[config.mk]
export PLATFORM = sky130hd
export DESIGN_NAME = uart_echo_engine_flat
export DESIGN_NICKNAME = d
export VERILOG_FILES = /design/src/rtl/uart_echo_pkg.sv /design/src/rtl/uart_echo_if.sv /design/src/rtl/echo_line_buf.sv /design/src/rtl/uart_echo_engine.sv /design/src/flat_wrapper.sv
export SDC_FILE = /design/constraint.sdc
export NUM_CORES = 1
export LEC_CHECK = 0
export CORE_ASPECT_RATIO = 1.75
export CORE_MARGIN = 2
export CORE_UTILIZATION = 25
export CTS_BUF_LIST = sky130_fd_sc_hd__clkbuf_4
export DETAILED_ROUTE_END_ITERATION = 6
export SETUP_SLACK_MARGIN = 0.2
export SLEW_MARGIN = 10
export SYNTH_ARGS = -nofsm -noshare
export SYNTH_HDL_FRONTEND = slang
export SYNTH_HIERARCHICAL = 1
export SYNTH_SLANG_ARGS = --single-unit
[constraint.sdc]
create_clock -name clk_100MHz -period 4.1 [get_ports clk_100MHz]
set_input_delay 0.82 -clock clk_100MHz [delete_from_list [all_inputs] [get_ports clk_100MHz]]
set_output_delay 0.82 -clock clk_100MHz [all_outputs]
set_load 0.05 [all_outputs]
[src/rtl/uart_echo_pkg.sv]
// Shared encodings for the UART echo engine: FSM states, echo modes and ASCII constants.

package uart_echo_pkg;

   typedef enum logic [1:0] {
      IDLE     = 2'd0,
      HOLD     = 2'd1,
      EMIT     = 2'd2,
      TERM_OUT = 2'd3
   } state_e;

   typedef enum logic [1:0] {
      MODE_PASS  = 2'b00,
      MODE_UPPER = 2'b01,
      MODE_LINE  = 2'b10,
      MODE_REV   = 2'b11
   } mode_e;

   localparam logic [7:0] ASCII_LOWER_A   = 8'h61;
   localparam logic [7:0] ASCII_LOWER_Z   = 8'h7A;
   localparam logic [7:0] ASCII_CASE_DIFF = 8'h20;

endpackage

[src/rtl/uart_echo_if.sv]
// FIFO-side handshake bundle: RX FIFO read port and TX FIFO write port.
// master = echo engine, slave = FIFO side.

interface uart_echo_if #(
   parameter int unsigned DBITS = 8
);
   logic             rx_empty;
   logic [DBITS-1:0] rx_data;
   logic             rd_uart;
   logic             tx_full;
   logic             wr_uart;
   logic [DBITS-1:0] tx_data;

   modport master (
      input  rx_empty, rx_data, tx_full,
      output rd_uart, wr_uart, tx_data
   );

   modport slave (
      output rx_empty, rx_data, tx_full,
      input  rd_uart, wr_uart, tx_data
   );
endinterface

[src/rtl/echo_line_buf.sv]
// Line buffer: LINE_DEPTH x DBITS register array, one synchronous write port,
// one asynchronous read port.

module echo_line_buf #(
   parameter int unsigned DBITS      = 8,
   parameter int unsigned LINE_DEPTH = 64,
   parameter int unsigned LINE_AW    = 6
) (
   input  logic               clk,
   input  logic               we,
   input  logic [LINE_AW-1:0] waddr,
   input  logic [DBITS-1:0]   wdata,
   input  logic [LINE_AW-1:0] raddr,
   output logic [DBITS-1:0]   rdata
);

   logic [DBITS-1:0] mem [LINE_DEPTH];

   always_ff @(posedge clk) begin
      if (we) mem[waddr] <= wdata;
   end

   assign rdata = mem[raddr];

endmodule

[src/rtl/uart_echo_engine.sv]
// Echo engine between RX FIFO and TX FIFO: pass, upper-case, line and reversed-line modes.
// Optional statistics counters enabled by the UART_ECHO_STATS_EN macro.

module uart_echo_engine
   import uart_echo_pkg::*;
#(
   parameter int unsigned DBITS      = 8,
   parameter int unsigned LINE_DEPTH = 64,
   parameter int unsigned LINE_AW    = 6,
   parameter logic [7:0]  TERM       = 8'h0D,
   parameter int unsigned CNT_BITS   = 16
) (
   input  logic                clk_100MHz,
   input  logic                reset_btn,
   input  logic [1:0]          mode,
   uart_echo_if.master         fifo,
   output logic                busy,
`ifdef UART_ECHO_STATS_EN
   output logic [CNT_BITS-1:0] rx_count,
   output logic [CNT_BITS-1:0] tx_count,
`endif
   output logic                line_ovf
);

   localparam logic [DBITS-1:0] TermW = DBITS'(TERM);
   localparam logic [LINE_AW:0] Full  = (LINE_AW + 1)'(LINE_DEPTH);

   state_e             state_q, state_d;
   mode_e              mode_q, mode_eff;
   logic [LINE_AW:0]   cnt_q, cnt_d;
   logic [LINE_AW-1:0] idx_q, idx_d;
   logic [DBITS-1:0]   byte_q, byte_d;
   logic [DBITS-1:0]   up_data, buf_rdata, txd;
   logic               busy_q, line_ovf_q, ovf, buf_we, rd, wr, rev, last;

   // The new mode only takes effect between lines, including for the word popped now.
   assign mode_eff = (state_q == IDLE && cnt_q == '0) ? mode_e'(mode) : mode_q;
   assign rev      = (mode_eff == MODE_REV);
   assign last     = rev ? (idx_q == '0) : ({1'b0, idx_q} == cnt_q - 1'b1);

   always_comb begin
      up_data = fifo.rx_data;
      if (DBITS == 8 && fifo.rx_data >= DBITS'(ASCII_LOWER_A) &&
          fifo.rx_data <= DBITS'(ASCII_LOWER_Z)) begin
         up_data = fifo.rx_data - DBITS'(ASCII_CASE_DIFF);
      end
   end

   always_comb begin
      state_d = state_q;
      cnt_d   = cnt_q;
      idx_d   = idx_q;
      byte_d  = byte_q;
      rd      = 1'b0;
      wr      = 1'b0;
      txd     = byte_q;
      buf_we  = 1'b0;
      ovf     = 1'b0;
      unique case (state_q)
         IDLE: begin
            rd = ~fifo.rx_empty;
            if (!fifo.rx_empty) begin
               if (mode_eff == MODE_PASS || mode_eff == MODE_UPPER) begin
                  byte_d  = (mode_eff == MODE_UPPER) ? up_data : fifo.rx_data;
                  state_d = HOLD;
               end else if (fifo.rx_data != TermW) begin
                  buf_we = 1'b1;
                  cnt_d  = cnt_q + 1'b1;
                  if (cnt_d == Full) begin
                     ovf     = 1'b1;
                     state_d = EMIT;
                     idx_d   = rev ? LINE_AW'(LINE_DEPTH - 1) : '0;
                  end
               end else begin
                  state_d = (cnt_q != '0) ? EMIT : TERM_OUT;
                  idx_d   = rev ? LINE_AW'(cnt_q - 1'b1) : '0;
               end
            end
         end
         HOLD: begin
            wr = ~fifo.tx_full;
            if (!fifo.tx_full) state_d = IDLE;
         end
         EMIT: begin
            txd = buf_rdata;
            wr  = ~fifo.tx_full;
            if (!fifo.tx_full) begin
               if (last) state_d = TERM_OUT;
               else      idx_d   = rev ? idx_q - 1'b1 : idx_q + 1'b1;
            end
         end
         TERM_OUT: begin
            txd = TermW;
            wr  = ~fifo.tx_full;
            if (!fifo.tx_full) begin
               cnt_d   = '0;
               state_d = IDLE;
            end
         end
         default: state_d = IDLE;
      endcase
   end

   always_ff @(posedge clk_100MHz) begin
      if (reset_btn) begin
         state_q    <= IDLE;
         mode_q     <= MODE_PASS;
         cnt_q      <= '0;
         idx_q      <= '0;
         byte_q     <= '0;
         busy_q     <= 1'b0;
         line_ovf_q <= 1'b0;
      end else begin
         state_q    <= state_d;
         mode_q     <= mode_eff;
         cnt_q      <= cnt_d;
         idx_q      <= idx_d;
         byte_q     <= byte_d;
         busy_q     <= (state_d != IDLE) || (cnt_d != '0);
         line_ovf_q <= ovf;
      end
   end

   echo_line_buf #(
      .DBITS      (DBITS),
      .LINE_DEPTH (LINE_DEPTH),
      .LINE_AW    (LINE_AW)
   ) u_line_buf (
      .clk   (clk_100MHz),
      .we    (buf_we),
      .waddr (cnt_q[LINE_AW-1:0]),
      .wdata (fifo.rx_data),
      .raddr (idx_q),
      .rdata (buf_rdata)
   );

   assign fifo.rd_uart = rd & ~reset_btn;
   assign fifo.wr_uart = wr & ~reset_btn;
   assign fifo.tx_data = txd;
   assign busy         = busy_q;
   assign line_ovf     = line_ovf_q;

`ifdef UART_ECHO_STATS_EN
   logic [CNT_BITS-1:0] rx_cnt_q, tx_cnt_q;

   always_ff @(posedge clk_100MHz) begin
      if (reset_btn) begin
         rx_cnt_q <= '0;
         tx_cnt_q <= '0;
      end else begin
         rx_cnt_q <= rx_cnt_q + CNT_BITS'(fifo.rd_uart);
         tx_cnt_q <= tx_cnt_q + CNT_BITS'(fifo.wr_uart);
      end
   end

   assign rx_count = rx_cnt_q;
   assign tx_count = tx_cnt_q;
`else
   logic unused_cnt_bits;
   assign unused_cnt_bits = ^CNT_BITS;
`endif

endmodule

[src/flat_wrapper.sv]
// flat-port wrapper written by rule: the top's interface ports become plain ports
module uart_echo_engine_flat import uart_echo_pkg::*;
#(
   parameter int unsigned DBITS      = 8,
   parameter int unsigned LINE_DEPTH = 64,
   parameter int unsigned LINE_AW    = 6,
   parameter logic [7:0]  TERM       = 8'h0D,
   parameter int unsigned CNT_BITS   = 16
)
  (clk_100MHz, reset_btn, mode, busy, line_ovf, fifo_rx_empty, fifo_rx_data, fifo_tx_full, fifo_rd_uart, fifo_wr_uart, fifo_tx_data);
  uart_echo_if #(.DBITS(DBITS)) fifo_i ();
  input  logic clk_100MHz;
  input  logic reset_btn;
  input  logic [1:0] mode;
  output logic busy;
  output logic line_ovf;
  input wire logic [$bits(fifo_i.rx_empty)-1:0] fifo_rx_empty;
  input wire logic [$bits(fifo_i.rx_data)-1:0] fifo_rx_data;
  input wire logic [$bits(fifo_i.tx_full)-1:0] fifo_tx_full;
  output wire logic [$bits(fifo_i.rd_uart)-1:0] fifo_rd_uart;
  output wire logic [$bits(fifo_i.wr_uart)-1:0] fifo_wr_uart;
  output wire logic [$bits(fifo_i.tx_data)-1:0] fifo_tx_data;
  assign fifo_i.rx_empty = fifo_rx_empty;
  assign fifo_i.rx_data = fifo_rx_data;
  assign fifo_i.tx_full = fifo_tx_full;
  assign fifo_rd_uart = fifo_i.rd_uart;
  assign fifo_wr_uart = fifo_i.wr_uart;
  assign fifo_tx_data = fifo_i.tx_data;
  uart_echo_engine #(.DBITS(DBITS), .LINE_DEPTH(LINE_DEPTH), .LINE_AW(LINE_AW), .TERM(TERM), .CNT_BITS(CNT_BITS)) u_core (.clk_100MHz(clk_100MHz), .reset_btn(reset_btn), .mode(mode), .fifo(fifo_i), .busy(busy), .line_ovf(line_ovf));
endmodule
==> impl_metrics.csv <==
group,metric,value,unit
status,status,"finished, violations left",
status,violations,"setup timing",
timing,fin_crit,4.25,ns
synth,ys_ff_latch,539,
routing,dr.pass1.iters,5,
timing,slew_headroom,0.341,
placed_design,post_dp_cell_area,24800,sq um
finish,final_cell_mix,"512 x edfxtp_1, 147 x clkbuf_4, 137 x buf_4",
routing,wl_per_cell,22.0,um
finish,nets,1496,
timing,max_freq,0.235,GHz
timing,slew_violations,0,
synth,synth_enable_flop_cells,512,
floorplanning,rows,145,
worst_setup_path,start_kind,"flip-flop",
clocking,insertion_delay,0.90,ns
timing,hold_viol,0,
global_route,grt_pass1_vias,13509,
synth,netlist_instances,1237,
routing,initialDrtViolationCount,870,
routing,ant_nets,0,
synth,avgSynthCellArea,18.0,sq um
clocking,hold_buffers,0,
floorplanning,start_util,0.251,
floorplanning,core,88900,sq um
synth,synth_fp_nets,1263,
finish,finalInstanceArea,27000,sq um
clocking,cts_tree,"built",
placed_design,place_inst,2507,
global_route,grt_overflow,0,
finish,stdcell_count,2734,
routing,num_vias,12561,
synth,post_synth_num_cell_types,80,
floorplanning,die_area,91800,sq um
global_route,grt_usage,0.132,
clocking,clk_pin_slew,0.07,ns
synth,seq_area_frac_synth,0.713,
floorplanning,dieHeight,399,um
timing,layout_setup_ws,-0.151,ns
routing,viasPerCell,4.59,
hold_path,hp-class,"flip-flop to flip-flop",
clocking,htree_levels,3,
clocking,cts_buffers,106,
worst_setup_path,worstPathRequired,3.28,ns
pwr,power.leakage,8.50,nW
worst_setup_path,criticalPathCategory,"flip-flop to primary output",
global_route,grt_pass1_wl,88500,um
timing,fin_skew,0.0327,ns
placed_design,port_buffers,25,
routing,drcViolationCount,0,
placed_design,gp_congestion,0.912,
synth,async_flop_share,0,
clocking,ctsRootBufferMaster,"clkbuf_4",
pwr,p_per_area,394,nW/um^2
synth,syn-cell-area,22300,sq um
clocking,clockBufferDepth,3,
finish,final_common_cell,"edfxtp_1",
worst_setup_path,end_kind,"primary output",
worst_setup_path,cp_max_fo,7,
timing,fin_crit_sh,1.04,
synth,yosysWarnings,6,
finish,layout-drive-gt1-share,0.353,
timing,rsz0062_at_grt,"yes",
finish,synthToLayoutAreaGrowth,20.9,%
clocking,numClockSinks,539,
global_route,antenna_found_initial,1,
timing,setup_viol,8,
pwr,vdd_drop_max,0.173,mV
timing,worst_pin_slew,0.985,ns
worst_setup_path,cp_data_arrival_time,3.43,ns
global_route,grt_max_degree,68,
floorplanning,die_x,230,um
routing,wirelength,60000,um
placed_design,hpwl,40400,um
run,cap_viol_max_count,0,
floorplanning,design.portCount,26,
synth,ys.flop_type,"edfxtp_1",
worst max-delay path, stage by stage (launching register included):
cell	delay [ns]
dfxtp_4	0.42
buf_12	0.18
buf_16	0.15
mux4_2	0.50
mux4_2	0.52
nor2_2	0.11
nor3_1	0.06
o2bb2ai_2	0.16
a211o_1	0.28
buf_6	0.16
cell type report:
type	instances	area, sq um
repair buffers	194	1940
inverters	17	63.8
diodes	1	2.50
clock buffers	147	1100
flip-flops and latches	539	15900
well taps	1176	1470
clock inverters	48	262
fillers	8780	61900
multi-input cells	612	6210
report_power, final:
part	switching, W	internal, W	total [W]
clock network	0.00200	0.00181	0.00381
registers	0.0000181	0.00604	0.00606
logic	0.000466	0.000310	0.000776
registers in the layout, summed over array words and instances, names as in the netlist:
name / flops
u_core/line_ovf: 1
u_core/state_q: 2
u_core/byte_q: 8
u_core/cnt_q: 7
u_core/u_line_buf/mem: 512
u_core/idx_q: 6
u_core/mode_q: 2
u_core/busy: 1
what timing repair did:
item,CTS,global route
pin swaps,7,7
resized for setup,50,34
buffers inserted,26,0
endpoints found under the setup margin,8,8
gates cloned,4,1
cells by family (layout without fill, tap and decap cells):
group / after synthesis / in the layout / synth area share
buffers and inverters: 86 / 406 / 0.0215
and+or+nand+nor: 284 / 284 / 0.0631
AOI/OAI and AO/OA: 134 / 134 / 0.0429
other: 0 / 1 / 0
adders and majority gates: 12 / 12 / 0.00706
muxes: 169 / 169 / 0.147
DFF: 539 / 539 / 0.713
xor gates and xnor gates: 13 / 13 / 0.00510
Yosys cell counts (4+ instances only):
library cell / instances / area [sq um]
nor2_1: 107 / 402
nand4_1: 7 / 43.8
a211oi_1: 6 / 45.0
edfxtp_1: 512 / 15400
a211o_1: 5 / 43.8
nand3b_1: 6 / 45.0
mux2_2: 14 / 158
a221oi_1: 6 / 52.6
clkbuf_1: 27 / 101
o211ai_1: 5 / 37.5
o22ai_1: 9 / 56.3
nor2b_1: 23 / 144
nand2b_1: 14 / 87.6
ha_1: 11 / 138
mux4_2: 126 / 2840
o21ai_0: 16 / 80.1
nor4_1: 5 / 31.3
buf_2: 13 / 65.1
nand3_1: 23 / 115
buf_6: 7 / 78.8
a22oi_1: 4 / 30.0
o41ai_1: 4 / 35.0
dfxtp_1: 27 / 541
buf_1: 5 / 18.8
nand2_1: 56 / 210
xnor2_1: 9 / 78.8
nor3_1: 16 / 80.1
inv_1: 17 / 63.8
o221ai_1: 8 / 70.1
a21oi_1: 30 / 150
mux2i_1: 27 / 270
buf_4: 14 / 105
xor2_1: 4 / 35.0
routing by layer:
layer	vias to the layer above	wire [um]	track usage
met3	155	2280	0.0227
met2	400	34100	0.256
met5	-	0	0
met1	6475	19400	0.121
met4	0	4290	0.0975
li1	5531	-	-
per-stage QoR:
stage	utilization	power [W]	hold slack, ns	setup WS (ns)	TNS, ns
final	0.304	0.0106	0.458	-0.151	-0.954
after global routing	0.304	0.0111	0.459	-0.248	-1.84
after CTS	0.301	0.0108	0.461	-0.216	-1.60
after detailed placement	0.279	0.00688	0.451	0.293	0
after global placement	0.279	0.00687	0.442	0.313	0
after floorplan	-	0.00658	0.432	0.700	0
path summary, 6_finish.rpt:
check,from,end,slack [ns],cells past startpoint
min reg2reg,u_core/byte_q[3]$_SDFFE_PP0P_,u_core/byte_q[3]$_SDFFE_PP0P_,0.46,2
max,u_core/idx_q[0]$_SDFFE_PP0P_,fifo_tx_data[2],-0.15,9
max reg2reg,u_core/cnt_q[0]$_SDFF_PP0_,u_core/u_line_buf/mem[49][6]$_DFFE_PP_,0.69,10
min,u_core/byte_q[3]$_SDFFE_PP0P_,u_core/byte_q[3]$_SDFFE_PP0P_,0.46,2
(Power assumes the default switching activity.)
